`config.mk`:
```
export PLATFORM = sky130hd
export DESIGN_NAME = stopwatch_ctrl_flat
export DESIGN_NICKNAME = d
export VERILOG_FILES = /design/src/rtl/stopwatch_ctrl_if.sv /design/src/rtl/stopwatch_ctrl.sv /design/src/flat_wrapper.sv
export SDC_FILE = /design/constraint.sdc
export NUM_CORES = 1
export LEC_CHECK = 0
export ABC_CLOCK_PERIOD_IN_PS = 3000
export BUFFER_PORTS_ARGS = -buffer_cell sky130_fd_sc_hd__buf_4
export CORE_ASPECT_RATIO = 1.25
export CORE_MARGIN = 3
export CORE_UTILIZATION = 45
export CTS_CLUSTER_DIAMETER = 30
export DETAILED_ROUTE_END_ITERATION = 16
export PLACE_DENSITY_LB_ADDON = 0.3
export SLEW_MARGIN = 20
export SYNTH_ARGS = -nofsm -noshare
export SYNTH_HDL_FRONTEND = slang
export SYNTH_SLANG_ARGS = --single-unit
```
`constraint.sdc`:
```
create_clock -name clock -period 3 [get_ports clock]
set_input_delay 0.15 -clock clock [delete_from_list [all_inputs] [get_ports clock]]
set_output_delay 0.15 -clock clock [all_outputs]
set_load 0.02 [all_outputs]
```
`src/rtl/stopwatch_ctrl_if.sv`:
```
// stopwatch_ctrl_if: key inputs, counter digits and control/display outputs of the stopwatch controller
interface stopwatch_ctrl_if;
  logic        key_startstop_n;
  logic        key_lap_n;
  logic        key_clear_n;
  logic [31:0] live_digits;
  logic        run;
  logic        sw_clear_n;
  logic [31:0] disp_digits;
  logic        lap_active;
  logic [1:0]  state;
  modport master (
    output key_startstop_n, key_lap_n, key_clear_n, live_digits,
    input  run, sw_clear_n, disp_digits, lap_active, state
  );
  modport slave (
    input  key_startstop_n, key_lap_n, key_clear_n, live_digits,
    output run, sw_clear_n, disp_digits, lap_active, state
  );
endinterface

```
`src/rtl/stopwatch_ctrl.sv`:
```
// stopwatch_ctrl: debounced start/stop, lap and clear keys driving the run/pause/lap state machine
module stopwatch_ctrl #(
  parameter int DEBOUNCE_CYCLES = 1_000_000
) (
  input logic             clock,
  input logic             reset,
  stopwatch_ctrl_if.slave bus
);
  typedef enum logic [1:0] {IDLE = 2'b00, RUN = 2'b01, PAUSE = 2'b10, LAP = 2'b11} state_t;
  localparam int CW = $clog2(DEBOUNCE_CYCLES + 1);
  localparam logic [CW-1:0] LAST = CW'(DEBOUNCE_CYCLES - 1);
  logic [2:0]    raw, sync1_q, sync2_q, level_q, level_d, armed_q, armed_d, press_q, press_d;
  logic [1:0]    warm_q;
  logic [CW-1:0] cnt_q [3];
  logic [CW-1:0] cnt_d [3];
  state_t        state_q, state_d;
  logic          run_q, run_d, clr_n_q, clr_n_d;
  logic [31:0]   lap_q, lap_d;
  logic          ss, lp, cl;
  assign raw = {bus.key_clear_n, bus.key_lap_n, bus.key_startstop_n};
  assign ss  = press_q[0];
  assign lp  = press_q[1];
  assign cl  = press_q[2];
  // A key is armed only once it has been seen released after reset, so a key held through reset stays silent
  always_comb begin
    level_d = level_q;
    for (int i = 0; i < 3; i++) begin
      cnt_d[i] = '0;
      if (sync2_q[i] != level_q[i]) begin
        if (cnt_q[i] == LAST) level_d[i] = sync2_q[i];
        else cnt_d[i] = cnt_q[i] + 1'b1;
      end
    end
    armed_d = armed_q | ({3{warm_q[1]}} & sync2_q);
    press_d = armed_q & level_q & ~level_d;
  end
  always_comb begin
    state_d = state_q;
    clr_n_d = 1'b1;
    lap_d   = lap_q;
    case (state_q)
      IDLE:    if (ss) state_d = RUN;
               else if (cl) clr_n_d = 1'b0;
      RUN:     if (ss) state_d = PAUSE;
               else if (lp) begin
                 state_d = LAP;
                 lap_d   = bus.live_digits;
               end
      LAP:     if (ss) state_d = PAUSE;
               else if (lp) state_d = RUN;
      PAUSE:   if (ss) state_d = RUN;
               else if (cl) begin
                 state_d = IDLE;
                 clr_n_d = 1'b0;
               end
      default: state_d = IDLE;
    endcase
    run_d = (state_d == RUN) || (state_d == LAP);
  end
  always_ff @(posedge clock or negedge reset) begin
    if (!reset) begin
      sync1_q <= '1;
      sync2_q <= '1;
      level_q <= '1;
      armed_q <= '0;
      press_q <= '0;
      warm_q  <= '0;
      for (int i = 0; i < 3; i++) cnt_q[i] <= '0;
      state_q <= IDLE;
      run_q   <= 1'b0;
      clr_n_q <= 1'b1;
      lap_q   <= '0;
    end else begin
      sync1_q <= raw;
      sync2_q <= sync1_q;
      level_q <= level_d;
      armed_q <= armed_d;
      press_q <= press_d;
      warm_q  <= {warm_q[0], 1'b1};
      for (int i = 0; i < 3; i++) cnt_q[i] <= cnt_d[i];
      state_q <= state_d;
      run_q   <= run_d;
      clr_n_q <= clr_n_d;
      lap_q   <= lap_d;
    end
  end
  assign bus.state       = state_q;
  assign bus.run         = run_q;
  assign bus.sw_clear_n  = clr_n_q;
  assign bus.lap_active  = (state_q == LAP);
  assign bus.disp_digits = (state_q == LAP) ? lap_q : bus.live_digits;
endmodule

```
`src/flat_wrapper.sv`:
```
// flat-port wrapper written by rule: the top's interface ports become plain ports
module stopwatch_ctrl_flat 
#(
  parameter int DEBOUNCE_CYCLES = 1_000_000
)
  (clock, reset, bus_key_startstop_n, bus_key_lap_n, bus_key_clear_n, bus_live_digits, bus_run, bus_sw_clear_n, bus_disp_digits, bus_lap_active, bus_state);
  stopwatch_ctrl_if bus_i ();
  input logic clock;
  input logic reset;
  input wire logic [$bits(bus_i.key_startstop_n)-1:0] bus_key_startstop_n;
  input wire logic [$bits(bus_i.key_lap_n)-1:0] bus_key_lap_n;
  input wire logic [$bits(bus_i.key_clear_n)-1:0] bus_key_clear_n;
  input wire logic [$bits(bus_i.live_digits)-1:0] bus_live_digits;
  output wire logic [$bits(bus_i.run)-1:0] bus_run;
  output wire logic [$bits(bus_i.sw_clear_n)-1:0] bus_sw_clear_n;
  output wire logic [$bits(bus_i.disp_digits)-1:0] bus_disp_digits;
  output wire logic [$bits(bus_i.lap_active)-1:0] bus_lap_active;
  output wire logic [$bits(bus_i.state)-1:0] bus_state;
  assign bus_i.key_startstop_n = bus_key_startstop_n;
  assign bus_i.key_lap_n = bus_key_lap_n;
  assign bus_i.key_clear_n = bus_key_clear_n;
  assign bus_i.live_digits = bus_live_digits;
  assign bus_run = bus_i.run;
  assign bus_sw_clear_n = bus_i.sw_clear_n;
  assign bus_disp_digits = bus_i.disp_digits;
  assign bus_lap_active = bus_i.lap_active;
  assign bus_state = bus_i.state;
  stopwatch_ctrl #(.DEBOUNCE_CYCLES(DEBOUNCE_CYCLES)) u_core (.clock(clock), .reset(reset), .bus(bus_i));
endmodule
```
==> flow_summary_export.csv, run 1 <==
group,metric,value,unit
status,status,"finished clean",
sta,fin_ws,0.890,ns
logic_synthesis,syn_nets,508,
placed_design,numPortBuffers,73,
route,drt-initial-drc-count,134,
sta,relSlewSlack,39.1,%
sta,slew_viol_final,0,
final_layout,drive_gt1_share,33.3,%
power,power.density,547,nW/um^2
die,die-area,13100,sq um
clock_tree,clk_root_buffer_cell,"clkbuf_16",
logic_synthesis,syn_inst,468,
logic_synthesis,yosysMostFrequentCell,"dfrtp_1",
placed_design,place_area,6000,sq um
sta,hold_ws,0.345,ns
route,avgViaCountPerCell,5.36,
final_layout,num_antenna_cells,0,
sta,post-route-period-util,70.3,%
clock_tree,cts_sinks,113,
setup_path,crit_fanout,8,
sta,fin_setup_tns,0,ns
final_layout,nets,627,
logic_synthesis,ys_ff_latch,113,
clock_tree,clkLatencyLatePin,0.40,ns
logic_synthesis,synth.top_cell.area_share,48.7,%
sta,fin_crit,2.11,ns
clock_tree,cts_tree,"done",
global_route,grt_max_degree,76,
setup_path,cp-start-kind,"flip-flop",
die,core-area,11300,sq um
sta,finalSetupViolations,0,
run,maxCapViolations,0,
final_layout,fillers,872,
power,pwr-share-seq,40.9,%
power,irDropWorstVdd,0.395,mV
logic_synthesis,synth_area,5290,sq um
power,clockPowerShare,53.0,%
global_route,antenna_found_initial,0,
sta,skew,0.00826,ns
die,row_count,43,
power,leakagePower,3.08,nW
power,p_sw_share,20.6,%
logic_synthesis,synth.distinct_cells,45,
min_path,worstHoldPathType,"reg2reg",
route,dr.pass1.iters,4,
sta,worst_pin_slew,0.914,ns
logic_synthesis,synth_edf_count,0,
clock_tree,cts_buffers,17,
power,intPower,3.03,mW
sta,rsz0062_at_grt,"false",
clock_tree,clkTransAtPathRegs,0.05,ns
min_path,hold_depth,0,
setup_path,crit_path_end_kind,"flip-flop",
final_layout,final_area,6970,sq um
clock_tree,h-tree-depth,4,
setup_path,crit_type,"reg2reg",
setup_path,cp_data_required_time,3.34,ns
power,pwr-share-comb,6.1,%
route,routed_wl,10500,microns
global_route,grt_pass1_vias,3979,
route,detail-route-antenna-nets,0,
logic_synthesis,async_flop_share,100,%
route,vias,3936,
placed_design,dp_hpwl,6750,microns
route,drc,0,
die,ios,74,
logic_synthesis,ys_seq_area_share,53.7,%
clock_tree,clock_path_buffers,2,
logic_synthesis,ys_warn_count,0,
clock_tree,cts_setup_buffers,0,
global_route,grt-ovfl-total,0,
setup_path,cp_data_arrival_time,2.45,ns
logic_synthesis,syn_area_per_cell,11.3,sq um
setup_path,reg2regPathDepth,5,
global_route,grt_util_all_layers,16.6,%
logic_synthesis,synth_area_leaders,"dfrtp_1 49%, mux2_2 14%, dfstp_2 5.0%",
final_layout,final_util,61.7,%
die,die_w,103,microns
sta,hold_viol,0,
logic_synthesis,synth_commonest_cells,"103 x dfrtp_1, 67 x mux2_2, 49 x nor2_1, 23 x nand3_1, 23 x xnor2_1",
final_layout,area.growth.synth_to_final,31.7,%
placed_design,place_congestion,0.817,
sta,max_freq,474,MHz
global_route,grt_first_pass_wirelength,17400,microns
die,start_util,46.8,%
logic_synthesis,yosysTopAreaCell,"dfrtp_1",
die,die_height,127,microns
route,wl_per_cell,14.2,microns
logic_synthesis,ys.flop_type,"dfrtp_1",
placed_design,dp_slack,0.882,ns
power,p_switching,0.786,mW
==> repair_timing <==
item / 4_1_cts / 5_1_grt
resized for setup: 0 / 0
hold endpoints to repair: 99 / 0
hold buffers: 36 / 0
==> area by class of cell <==
class / count / area, sq um / area share, %
Clock buffer: 22 / 474 / 6.80
Sequential cell: 113 / 2840 / 40.7
Multi-Input combinational cell: 326 / 2340 / 33.6
Clock inverter: 10 / 134 / 1.92
Inverter: 13 / 48.8 / 0.700
Timing Repair Buffer: 116 / 961 / 13.8
Tap cell: 135 / 169 / 2.42
==> state kept, by name, indices dropped and copies added, names as in the netlist <==
signal / cells
u_core.armed_q: 3
u_core.sync1_q: 3
u_core.cnt_q: 60
u_core.lap_q: 32
u_core.bus.sw_clear_n: 1
u_core.bus.run: 1
u_core.sync2_q: 3
u_core.level_q: 3
u_core.warm_q: 2
u_core.press_q: 3
u_core.bus.state: 2
==> worst max-delay path, cell delays in order (launching register included) <==
cell and delay, ns:
dfrtp_1 0.41, ha_1 0.26, nand2_1 0.09, or4_1 0.63
or4_4 0.52, a21oi_2 0.14
==> layer usage <==
| metal | track usage (%) | up-vias | part of all wire [%] |
|---|---|---|---|
| li1 | - | 1910 | - |
| met5 | 0 | - | 0 |
| met3 | 5.19 | 15 | 4.7 |
| met2 | 28.1 | 97 | 50 |
| met4 | 6.10 | 0 | 1.4 |
| met1 | 19.6 | 1914 | 44 |
==> final timing paths <==
kind                             startpoint               endpoint  slack (ns)
setup / recovery            u_core.cnt_q[0]       u_core.cnt_q[18]        0.89
hold / removal             u_core.warm_q[0]       u_core.warm_q[1]        0.35
setup reg to reg            u_core.cnt_q[0]       u_core.cnt_q[18]        0.89
hold reg to reg            u_core.warm_q[0]       u_core.warm_q[1]        0.35
max in group asynchronous             reset  u_core.bus.sw_clear_n        1.68
min in group asynchronous             reset       u_core.lap_q[16]        0.42
==> kinds of logic after synthesis <==
kind of cell    synth area share [%]
xor+xnor                        6.95
other cells                   0.0709
mux                             14.3
buf+inv                         2.15
fa+ha+maj                      0.709
simple gates                    17.4
compound gates                  4.82
flops                           53.7
==> power groups by stage <==
stage / Sequential [mW] / Combinational (mW) / Clock [mW]
finish: 1.56 / 0.232 / 2.02
global route: 1.56 / 0.253 / 2.15
floorplan: 1.58 / 0.0801 / 0
detailed placement: 1.59 / 0.196 / 0
global placement: 1.58 / 0.194 / 0
CTS: 1.56 / 0.235 / 2.07
==> placed cells by master (no fill, tap or decap), types with 4 or more instances in the layout <==
cell type / count
dfrtp_1: 103
buf_4: 80
mux2_2: 67
nor2_1: 49
dlygate4sd3_1: 36
nand3_1: 23
xnor2_1: 23
nand2_1: 22
xor2_1: 19
clkbuf_16: 17
a21oi_1: 15
inv_1: 13
nor3_1: 12
o21ai_0: 12
nand4_1: 11
or4_1: 11
dfstp_2: 10
or3_1: 9
nor4_1: 6
and3_1: 5
o31ai_1: 5
clkinv_2: 4
==> per-stage QoR <==
step,cells,power (mW)
final,735,3.81
after global routing,735,3.96
after CTS,735,3.87
after detailed placement,667,1.78
after global placement,667,1.78
after floorplan,468,1.66
Note: power is estimated with default switching activity, not from simulation.
==> inputs of run 2 (changes only) <==
Settings changed: ABC_CLOCK_PERIOD_IN_PS 3000 to 2130.
Clock period 3 ns to 2.13 ns, I/O delays scaled along.
==> run 2 against run 1 <==
Against the previous run: clock skew up 0.0017 ns; non-clock buffer count up 4; sequential cell count unchanged; utilization up 0.70 points; sequential share of layout area down 0.46 points; critical endpoint is now u_core.cnt_q[38].
==> flow_summary_export.csv, run 2 (same netlist as run 1, synthesis figures left out) <==
group,metric,value,unit
final_layout,largest_reg_flops,60,
status,status,"finished clean",
route,routed_wl,11000,microns
die,start_util,46.8,%
sta,fin_crit,2.06,ns
route,drc,0,
final_layout,fin_cells,739,
setup_path,critPathMostFrequentCell,"or4_1",
route,wl_per_cell,14.9,microns
clock_tree,cts_sinks,113,
setup_path,crit_path_end_kind,"flip-flop",
sta,slew_viol_final,0,
placed_design,place_congestion,0.841,
global_route,grt_util_all_layers,18.0,%
final_layout,layout_commonest_cell,"dfrtp_1",
placed_design,dp_hpwl,7160,microns
clock_tree,h-tree-depth,4,
global_route,antenna_found_initial,0,
power,power.density,770,nW/um^2
setup_path,cp-start-kind,"flip-flop",
power,total_power,5.43,mW
die,core-area,11300,sq um
setup_path,crit_type,"reg2reg",
setup_path,cp_data_required_time,2.45,ns
final_layout,num_antenna_cells,0,
clock_tree,cts_setup_buffers,0,
die,die_w,103,microns
sta,rsz0062_at_grt,"false",
clock_tree,clkTransAtPathRegs,0.05,ns
final_layout,top_register,"u_core.cnt_q",
setup_path,cp_data_arrival_time,2.38,ns
final_layout,area.growth.synth_to_final,33.2,%
power,irDropWorstVdd,0.533,mV
sta,hold_ws,0.245,ns
die,row_count,43,
die,ios,74,
global_route,grt_max_degree,46,
sta,worst_pin_slew,0.618,ns
power,leakagePower,3.12,nW
final_layout,layout_common_cells,"103 x dfrtp_1, 82 x buf_4, 67 x mux2_2",
route,avgViaCountPerCell,5.33,
global_route,grt_first_pass_wirelength,18800,microns
route,drt-initial-drc-count,168,
clock_tree,clock_path_buffers,2,
setup_path,crit_path_top_delay_cell,"or4_1",
sta,post-route-period-util,96.5,%
run,maxCapViolations,0,
setup_path,crit_fanout,5,
route,vias,3938,
sta,max_freq,486,MHz
clock_tree,clk_root_buffer_cell,"clkbuf_16",
route,detail-route-antenna-nets,0,
die,die-area,13100,sq um
placed_design,numPortBuffers,73,
sta,hold_viol,0,
clock_tree,cts_buffers,17,
setup_path,slowest_delay,0.57,ns
clock_tree,cts_tree,"done",
final_layout,drive_gt1_share,34.8,%
global_route,grt_pass1_vias,4155,
global_route,grt-ovfl-total,0,
sta,skew,0.00998,ns
min_path,worstHoldPathType,"in2async",
placed_design,place_inst,671,
sta,relSlewSlack,58.4,%
route,dr.pass1.iters,6,
die,die_height,127,microns
sta,fin_setup_tns,0,ns
sta,finalSetupViolations,0,
setup_path,path_cells,"ha_1 > nand3_2 > or4_1 > or4_1 > a21oi_1",
clock_tree,clkLatencyLatePin,0.40,ns
final_layout,largestRegisters,"u_core.cnt_q x60, u_core.lap_q x32",
final_layout,nets,631,
run 2: layer usage:
metal	vias up	global-route usage, %	share of wire (%)
li1	1912	-	-
met1	1919	20.9	42
met2	88	31.6	51
met3	19	4.59	4.4
met4	0	6.71	2.1
met5	-	0	0
run 2: final timing paths:
check,startpoint,to,slack (ns),cells after the start
max,u_core.cnt_q[20],u_core.cnt_q[38],0.07,5
min,reset,u_core.lap_q[16],0.25,2
max reg2reg,u_core.cnt_q[20],u_core.cnt_q[38],0.07,5
min reg2reg,u_core.sync1_q[2],u_core.sync2_q[2],0.35,0
max in group asynchronous,reset,u_core.cnt_q[45],1.15,3
min in group clock,bus_key_clear_n,u_core.sync1_q[2],0.35,2
run 2: critical path: cells and delay by family (launching register included):
kind | cells | cell delay, ns
and+or+nand+nor | 3 | 1.22
DFF | 1 | 0.38
adders and majority gates | 1 | 0.23
AOI/OAI and AO/OA | 1 | 0.15
run 2: layout make-up:
cell class | count | area, sq um
multi-input cells | 326 | 2370
clock buffers | 23 | 488
fillers | 854 | 4250
inverters | 13 | 48.8
repair buffers | 120 | 1010
clock inverters | 9 | 129
well taps | 135 | 169
flip-flops and latches | 113 | 2840
run 2: stage by stage:
stage | cell area (sq um) | setup slack, ns | utilization [%]
2_1_floorplan | 5290 | 0.170 | -
3_3_place_gp | 6040 | 0.108 | 53.5
3_5_place_dp | 6040 | 0.0369 | 53.5
4_1_cts | 7020 | 0.0285 | 62.1
5_1_grt | 7050 | 0.00459 | 62.4
6_report | 7050 | 0.0738 | 62.4
run 2: power by group:
part           switching (mW)  leakage, nW  internal, mW
sequential             0.0212         1.52          2.18
clock                   0.938        0.299          1.96
combinational           0.164         1.31         0.173
total                    1.12         3.12          4.31
run 2: timing repair:
action | CTS | global route
endpoints found under the setup margin | 0 | 21
hold buffers | 36 | 0
hold endpoints to repair | 77 | 0
resized for setup | 0 | 7
==> inputs of run 3 (changes only) <==
--- a/config.mk
+++ b/config.mk
@@ -11,7 +11,8 @@
 export CORE_MARGIN = 3
 export CORE_UTILIZATION = 45
-export CTS_CLUSTER_DIAMETER = 30
+export CTS_CLUSTER_DIAMETER = 50
 export DETAILED_ROUTE_END_ITERATION = 16
 export PLACE_DENSITY_LB_ADDON = 0.3
+export SETUP_SLACK_MARGIN = 0.1
 export SLEW_MARGIN = 20
 export SYNTH_ARGS = -nofsm -noshare
==> constraint.sdc (replaced) <==
create_clock -name clock -period 2.13 [get_ports clock]
set_input_delay 0.1065 -clock clock [delete_from_list [all_inputs] [get_ports clock]]
set_output_delay 0.1065 -clock clock [all_outputs]
set_load 0.01 [all_outputs]
==> run 3 against run 2 <==
Against the previous run: utilization increased by 0.87 points; power decreased by 3.6%; highest routed layer unchanged; critical path depth unchanged; register-to-register slack improved by 0.05 ns; die area unchanged; global-route usage decreased by 0.11 points; maximum frequency increased by 2.3%; hold slack got worse by 0.026 ns.
==> flow_summary_export.csv, run 3 (same netlist as run 1, synthesis figures left out) <==
group,metric,value,unit
route,avgViaCountPerCell,5.35,
setup_path,crit_path_end_kind,"flip-flop",
setup_path,cp_data_arrival_time,2.30,ns
global_route,grt_first_pass_wirelength,18600,microns
sta,fin_setup_tns,0,ns
route,vias,3994,
die,die-area,13100,sq um
global_route,grt_pass1_vias,4083,
clock_tree,cts_sinks,113,
status,status,"finished clean",
sta,rsz0062_at_grt,"true",
sta,slew_viol_final,0,
global_route,grt_max_degree,42,
final_layout,largest_reg_flops,60,
placed_design,place_area,6050,sq um
power,leakagePower,3.15,nW
setup_path,slowest_delay,0.56,ns
sta,relSlewSlack,59.4,%
sta,hold_ws,0.219,ns
clock_tree,clk_root_buffer_cell,"clkbuf_16",
final_layout,final_area,7150,sq um
placed_design,numPortBuffers,73,
final_layout,layout_common_cells,"103 x dfrtp_1, 87 x buf_4, 67 x mux2_2",
clock_tree,clkTransAtPathRegs,0.05,ns
route,drc,0,
global_route,grt_util_all_layers,17.9,%
route,dr.pass1.iters,4,
final_layout,top_register,"u_core.cnt_q",
sta,max_freq,497,MHz
final_layout,largestRegisters,"u_core.cnt_q x60, u_core.lap_q x32",
setup_path,crit_family,"simple AND/OR/NAND/NOR gates",
sta,skew,0.00788,ns
global_route,antenna_found_initial,0,
clock_tree,clkLatencyLatePin,0.40,ns
setup_path,crit_path_top_delay_cell,"or4_4",
die,start_util,46.8,%
die,die_w,103,microns
final_layout,area.growth.synth_to_final,35.1,%
sta,finalSetupViolations,0,
setup_path,crit_fanout,7,
run,maxCapViolations,0,
setup_path,crit_type,"reg2reg",
clock_tree,h-tree-depth,4,
placed_design,dp_hpwl,7240,microns
final_layout,nets,639,
min_path,worstHoldPathType,"in2async",
setup_path,cp_data_required_time,2.41,ns
sta,hold_viol,0,
die,ios,74,
power,irDropWorstVdd,0.619,mV
setup_path,cp-start-kind,"flip-flop",
setup_path,cp_num_buf_inv,1,
final_layout,num_antenna_cells,0,
final_layout,layout_commonest_cell,"dfrtp_1",
die,core-area,11300,sq um
global_route,grt-ovfl-total,0,
placed_design,place_congestion,0.862,
die,row_count,43,
die,die_height,127,microns
clock_tree,clock_path_buffers,2,
power,power.density,732,nW/um^2
route,routed_wl,11200,microns
route,detail-route-antenna-nets,0,
clock_tree,cts_buffers,17,
sta,worst_pin_slew,0.603,ns
final_layout,drive_gt1_share,37.3,%
sta,fin_crit,2.01,ns
setup_path,path_cells,"or4b_4 > or4_4 > o21ai_4 > buf_6 > a21oi_1",
power,total_power,5.24,mW
route,drt-initial-drc-count,208,
clock_tree,cts_tree,"done",
sta,post-route-period-util,94.4,%
route,wl_per_cell,15.0,microns
==> run 3: cell types whose count changed in the layout (fill, tap and decap cells not counted), moves of 3 or more <==
| cell | before | now |
|---|---|---|
| buf_4 | 82 | 87 |
| a21oi_1 | 15 | 10 |
| nor2_1 | 49 | 45 |
| clkbuf_1 | 2 | 6 |
| buf_6 | 1 | 4 |
| a21oi_2 | 2 | 7 |
==> run 3: layout make-up <==
class | count | area [sq um]
Clock buffer | 26 | 489
Tap cell | 135 | 169
Clock inverter | 6 | 82.6
Sequential cell | 113 | 2840
Fill cell | 837 | 4150
Inverter | 13 | 48.8
Timing Repair Buffer | 128 | 1080
Multi-Input combinational cell | 326 | 2440
==> run 3: final timing paths <==
path / endpoint / cells after the start / slack, ns / startpoint
max in group asynchronous: u_core.cnt_q[8] / 3 / 1.23 / reset
worst max register to register: u_core.cnt_q[12] / 5 / 0.12 / u_core.cnt_q[8]
worst min-delay path: u_core.lap_q[16] / 2 / 0.22 / reset
worst max-delay path: u_core.cnt_q[12] / 5 / 0.12 / u_core.cnt_q[8]
min in group clock: u_core.warm_q[1] / 0 / 0.34 / u_core.warm_q[0]
worst min register to register: u_core.warm_q[1] / 0 / 0.34 / u_core.warm_q[0]
==> run 3: power breakdown <==
part / switching, mW / leakage [nW] / internal, mW / total (mW)
clock network: 0.903 / 0.278 / 1.81 / 2.71
logic: 0.146 / 1.35 / 0.181 / 0.326
registers: 0.0227 / 1.52 / 2.18 / 2.20
==> run 3: stage by stage <==
stage | cells | setup WS (ns) | utilization, %
final | 747 | 0.119 | 63.3
after global routing | 747 | 0.0540 | 63.3
after CTS | 744 | 0.0888 | 62.5
after detailed placement | 672 | 0.0574 | 53.6
after global placement | 672 | 0.109 | 53.6
after floorplan | 468 | 0.170 | -
==> run 3: repair_timing <==
action,4_1_cts,5_1_grt
gates cloned,1,0
hold buffers,36,0
endpoints found under the hold margin,64,0
pin swaps,4,6
gates resized for setup,14,16
endpoints found under the setup margin,24,25
buffers inserted,3,3
==> run 3: routing by layer <==
layer  vias to the layer above  global-route usage (%)  wire [microns]  share of wire [%]
met1                      1929                    21.7            4750                 42
met5                         -                       0               0                  0
met3                        20                    5.24             567                5.1
met4                         0                    7.24             239                2.1
li1                       1936                       -               -                  -
met2                       109                    29.8            5650                 50
